### src/rtl/alu_pkg.sv
// Shared definitions for the ALU function-unit slice: widths, opcode
// encodings and the dispatcher state type.
package alu_pkg;

  localparam int DATA_W = 8;
  localparam int RES_W  = 16;
  localparam int OP_W   = 3;

  localparam logic [OP_W-1:0] ALU_ADD = 3'd0;
  localparam logic [OP_W-1:0] ALU_SUB = 3'd1;
  localparam logic [OP_W-1:0] ALU_MUL = 3'd2;
  localparam logic [OP_W-1:0] ALU_DIV = 3'd3;
  localparam logic [OP_W-1:0] ALU_AND = 3'd4;
  localparam logic [OP_W-1:0] ALU_OR  = 3'd5;
  localparam logic [OP_W-1:0] ALU_XOR = 3'd6;
  localparam logic [OP_W-1:0] ALU_NOT = 3'd7;

  typedef enum logic [1:0] {
    ST_IDLE  = 2'd0,
    ST_ISSUE = 2'd1,
    ST_WAIT  = 2'd2,
    ST_RESP  = 2'd3
  } disp_state_t;

  // An opcode addresses a unit only if that unit index is populated.
  function automatic logic op_in_range(input logic [OP_W-1:0] op, input int num_units);
    return int'(op) < num_units;
  endfunction

endpackage

### src/rtl/alu_watchdog.sv
// Wait-cycle counter for the dispatcher. expired rises once the counter has
// seen TIMEOUT enabled cycles since the last clear; it then holds.
module alu_watchdog #(
  parameter int TIMEOUT = 64
) (
  input  logic clk,
  input  logic reset,
  input  logic clear,
  input  logic enable,
  output logic expired
);

  localparam int CW = $clog2(TIMEOUT);
  localparam logic [CW-1:0] LAST = CW'(TIMEOUT - 1);

  logic [CW-1:0] count;

  // The cycle in which count equals LAST is the TIMEOUT-th waited cycle.
  always_ff @(posedge clk) begin
    if (reset || clear) begin
      count <= '0;
    end else if (enable && (count != LAST)) begin
      count <= count + 1'b1;
    end
  end

  assign expired = (count == LAST);

endmodule

### src/rtl/alu_dispatch.sv
// Request-side controller for the shared start/done ALU units: issues one
// operation at a time, waits for the selected unit's done, returns the result.
module alu_dispatch
  import alu_pkg::*;
#(
  parameter int NUM_UNITS = 8,
  parameter int TIMEOUT   = 64
) (
  input  logic                       clk,
  input  logic                       reset,
  // Both ports: a transfer happens in a cycle where valid and ready are both
  // high; valid never depends on ready, and payload holds while valid waits.
  input  logic                       req_valid,
  output logic                       req_ready,
  input  logic [OP_W-1:0]            req_op,
  input  logic [DATA_W-1:0]          req_a,
  input  logic [DATA_W-1:0]          req_b,
  output logic                       rsp_valid,
  input  logic                       rsp_ready,
  output logic [RES_W-1:0]           rsp_res,
  output logic                       rsp_zero,
  output logic                       rsp_err,
  output logic [NUM_UNITS-1:0]       unit_start,
  output logic [DATA_W-1:0]          unit_a,
  output logic [DATA_W-1:0]          unit_b,
  input  logic [RES_W*NUM_UNITS-1:0] unit_res,
  input  logic [NUM_UNITS-1:0]       unit_done,
  output logic [1:0]                 dbg_state
);

  disp_state_t     state_q, state_d;
  logic [OP_W-1:0] op_q;

  logic             accept;
  logic             rsp_load;
  logic [RES_W-1:0] res_d;
  logic             zero_d;
  logic             err_d;
  logic             wd_clear;
  logic             wd_en;
  logic             wd_expired;

  logic             done_sel;
  logic [RES_W-1:0] res_sel;

  alu_watchdog #(
    .TIMEOUT (TIMEOUT)
  ) u_watchdog (
    .clk     (clk),
    .reset   (reset),
    .clear   (wd_clear),
    .enable  (wd_en),
    .expired (wd_expired)
  );

  // Only the addressed unit's done/result are visible; stray done pulses
  // from other units never reach the FSM.
  always_comb begin
    done_sel = 1'b0;
    res_sel  = '0;
    for (int i = 0; i < NUM_UNITS; i++) begin
      if (int'(op_q) == i) begin
        done_sel = unit_done[i];
        res_sel  = unit_res[RES_W*i +: RES_W];
      end
    end
  end

  always_ff @(posedge clk) begin
    if (reset) begin
      state_q <= ST_IDLE;
    end else begin
      state_q <= state_d;
    end
  end

  always_comb begin
    state_d  = state_q;
    accept   = 1'b0;
    rsp_load = 1'b0;
    res_d    = '0;
    zero_d   = 1'b0;
    err_d    = 1'b0;
    wd_clear = 1'b0;
    wd_en    = 1'b0;
    case (state_q)
      ST_IDLE: begin
        if (req_valid) begin
          accept = 1'b1;
          if (!op_in_range(req_op, NUM_UNITS)) begin
            rsp_load = 1'b1;
            err_d    = 1'b1;
            state_d  = ST_RESP;
          end else begin
            state_d = ST_ISSUE;
          end
        end
      end
      ST_ISSUE: begin
        wd_clear = 1'b1;
        state_d  = ST_WAIT;
      end
      ST_WAIT: begin
        wd_en = 1'b1;
        if (done_sel) begin
          rsp_load = 1'b1;
          res_d    = res_sel;
          zero_d   = (res_sel == '0);
          state_d  = ST_RESP;
        end else if (wd_expired) begin
          rsp_load = 1'b1;
          err_d    = 1'b1;
          state_d  = ST_RESP;
        end
      end
      ST_RESP: begin
        if (rsp_ready) begin
          state_d = ST_IDLE;
        end
      end
      default: begin
        state_d = ST_IDLE;
      end
    endcase
  end

  // Operands double as the unit broadcast, so they stay put until the next accept.
  always_ff @(posedge clk) begin
    if (reset) begin
      op_q   <= '0;
      unit_a <= '0;
      unit_b <= '0;
    end else if (accept) begin
      op_q   <= req_op;
      unit_a <= req_a;
      unit_b <= req_b;
    end
  end

  always_ff @(posedge clk) begin
    if (reset) begin
      rsp_res  <= '0;
      rsp_zero <= 1'b0;
      rsp_err  <= 1'b0;
    end else if (rsp_load) begin
      rsp_res  <= res_d;
      rsp_zero <= zero_d;
      rsp_err  <= err_d;
    end
  end

  always_comb begin
    unit_start = '0;
    for (int i = 0; i < NUM_UNITS; i++) begin
      unit_start[i] = (state_q == ST_ISSUE) && (int'(op_q) == i);
    end
  end

  assign req_ready = (state_q == ST_IDLE);
  assign rsp_valid = (state_q == ST_RESP);
  assign dbg_state = state_q;

endmodule
### config.mk
export PLATFORM = sky130hd
export DESIGN_NAME = alu_dispatch
export DESIGN_NICKNAME = d
export VERILOG_FILES = /design/src/rtl/alu_pkg.sv /design/src/rtl/alu_watchdog.sv /design/src/rtl/alu_dispatch.sv
export SDC_FILE = /design/constraint.sdc
export NUM_CORES = 1
export LEC_CHECK = 0
export CAP_MARGIN = 40
export CORE_UTILIZATION = 30
export CTS_CLUSTER_DIAMETER = 60
export DETAILED_ROUTE_END_ITERATION = 16
export PLACE_DENSITY = 0.81
export SYNTH_ARGS = -nofsm -noshare
export SYNTH_HDL_FRONTEND = slang
export SYNTH_SLANG_ARGS = --single-unit
export TNS_END_PERCENT = 1
### constraint.sdc
create_clock -name clk -period 2.9 [get_ports clk]
set_input_delay 0.87 -clock clk [delete_from_list [all_inputs] [get_ports clk]]
set_output_delay 0.87 -clock clk [all_outputs]
set_load 0.01 [all_outputs]
==> impl_metrics.json <==
{
  "avgRoutedWirePerCell_um": 17.15,
  "max_freq_mhz": 362.0,
  "crit_path_start": "dbg_state[0]",
  "hold_path_depth": 2,
  "total_power_w": 0.002833,
  "final.setup.tns_ps": 0,
  "async_reset_ff_share_pct": 0,
  "grt_max_degree": 42,
  "cts_tree": "done",
  "synth_seq_cells": 45,
  "utilization_pct": 54.54,
  "max_cap_viol_count": 0,
  "fillCellCount": 926,
  "postRouteAntennaNets": 0,
  "worstPathMaxFanout": 5,
  "worstHoldEndpoint": "unit_b[5]",
  "mappedNetlistArea_um2": 3080,
  "die_h_um": 103.3,
  "power_density_nw_per_um2": 526.6,
  "slew_violations": 0,
  "syn-instance-count": 419,
  "drtPass1Iterations": 5,
  "area_growth_pct": 74.65,
  "gp_congestion": 0.8291,
  "viasPerCell": 5.275,
  "clock_sinks": 45,
  "yosys_warnings": 0,
  "dpl.hpwl_mm": 10.25,
  "core-area_um2": 9864,
  "synth_common_cells": "81 x nand2_1, 63 x a21oi_1, 45 x dfxtp_1",
  "drt_iter0_markers": 162,
  "clockBufferDepth": 2,
  "worstMarginPinSlew_ps": 665.2,
  "fin_crit_ps": 2762,
  "cts_root_buf": "clkbuf_8",
  "synth_area_leaders": "dfxtp_1 29%, a21oi_1 10%, nand2_1 9.9%",
  "path_class": "reg -> out",
  "grt_pass1_vias": 3707,
  "ff2ff_setup_slack_ps": 360,
  "portBuffers": 204,
  "insertedDiodeCount": 0,
  "antenna_found_initial": 0,
  "htreeDepth": 2,
  "post_cts_buffers": 0,
  "reg2reg_to": "rsp_zero",
  "status": "finished, final reports clean",
  "die-area_um2": 10680,
  "required_ps": 2030,
  "drive_gt1_share_pct": 6.036,
  "hp-class": "reg -> reg",
  "syn_nets": 583,
  "final-hold-violation-count": 0,
  "end_kind": "primary output",
  "fin_crit_sh_pct": 95.26,
  "setup_violations": 0,
  "syn_area_per_cell_um2": 7.352,
  "ys.flop_type": "dfxtp_1",
  "min_from": "unit_b[5]",
  "start_util_pct": 31.23,
  "synth_top_area_share_pct": 29.24,
  "remaining_drc_errors": 0,
  "p_leak_nw": 1.874,
  "synth_edf_count": 0,
  "holdWs_ps": 458.9,
  "postCtsHoldBufs": 0,
  "drt_wl_total_mm": 12.80,
  "worst_clock_skew_ps": 8.365,
  "track_usage_pct": 23.60,
  "ioPinCount": 205,
  "chipWidth_um": 103.3,
  "grt_first_pass_wirelength_mm": 19.09,
  "clkTransAtPathRegs_ps": 80,
  "slew_headroom_pct": 55.65,
  "critPathLaunchType": "register",
  "rows": 36,
  "yosys.cell_count.top_type": "nand2_1",
  "ys_types": 45,
  "rsz0062_at_grt": "false",
  "via_count": 3935,
  "overflow": 0,
  "rr_startpoint": "op_q[1]",
  "insertion_delay_ps": 290,
  "layout.nets": 776,
  "yosysSeqAreaShare_pct": 29.24,
  "cp_data_arrival_time_ps": 1890,
  "reg2regPathDepth": 7,
  "numCtsBuffers": 5,
  "yosys.area.top_type": "dfxtp_1",
  "vdd_drop_max_mv": 0.2752
}
through the flow:
step	worst slack (ps)	cell area (um2)	cells
after floorplan	585.2	3080	419
after global placement	97.34	5260	738
after detailed placement	90.22	5260	738
after CTS	64.78	5376	746
after global routing	12.06	5380	746
final	137.5	5380	746
timing repair:
action | CTS | global route
gates resized for setup | 0 | 2
endpoints found under the setup margin | 0 | 2
hold endpoints to repair | 0 | 0
cells in the final DEF, fill, tap and decap left out, types with 2 or more instances in the layout:
cell             instances
a211oi_1                 4
a21oi_1                 63
a221o_1                  2
a221oi_1                11
a22o_1                   6
a22oi_1                  3
a2bb2oi_1                3
a31oi_1                  8
and2_1                   2
and3_1                   3
buf_4                   17
clkbuf_8                 6
clkdlybuf4s50_1        204
dfxtp_1                 43
dfxtp_2                  2
ha_1                     4
inv_1                    6
mux2_2                   3
mux2i_1                 20
mux4_2                   4
nand2_1                 81
nand2b_1                 8
nand3_1                 14
nand3b_1                 9
nand4_1                  3
nor2_1                  26
nor2b_1                  2
nor3_1                   6
nor4_1                   4
o21ai_0                 23
o221ai_1                 4
o2bb2ai_1                2
xor2_1                   3
report_power, final:
part / total (W) / internal (W) / leakage [nW] / switching [W]
logic: 0.00155 / 0.000765 / 1.45 / 0.000782
registers: 0.000801 / 0.000720 / 0.367 / 0.0000810
clock network: 0.000485 / 0.000281 / 0.0585 / 0.000203
area by class of cell:
class	count	area, um2	area share [%]
inverters	6	22.52	0.4186
clock buffers	7	86.33	1.605
repair buffers	221	2170	40.33
clock inverters	1	30.03	0.5581
well taps	133	166.4	3.093
multi-input cells	333	2002	37.21
flip-flops and latches	45	903.4	16.79
registers in the layout, summed over array words and instances (netlist names):
register	cells
rsp_res	16
op_q	3
unit_b	8
rsp_zero	1
u_watchdog.count	6
unit_a	8
rsp_err	1
dbg_state	2
logic make-up (layout without fill, tap and decap cells):
logic type,count (synthesis),in the layout,share of synthesized area [%]
compound gates,134,134,26.89
xor+xnor,4,4,1.137
fa+ha+maj,5,5,2.031
buf+inv,41,235,5.849
flops,45,45,29.24
mux,27,27,10.52
simple gates,163,163,24.33
worst max path at each step:
stage,slack (ps),to,depth (start not counted)
floorplan,590,rsp_zero,8
detailed placement,90,rsp_zero,8
finish,140,unit_start[0],4
global placement,100,rsp_res[10],9
CTS,60,unit_start[5],4
global route,10,unit_start[0],4
per-layer routing:
layer	vias up	wire, um	global-route usage [%]
met1	1846	5126	28.57
met2	164	6397	42.46
met5	-	0	0
met4	0	280	6.284
li1	1905	-	-
met3	20	992	4.839
worst max-delay path: stages, from the launching register on:
cell and delay [ps]:
dfxtp_1 430, ha_2 260, nand2b_1 150, nor3_1 170
clkdlybuf4s50_1 600
Note: power is estimated with default switching activity, not from simulation.
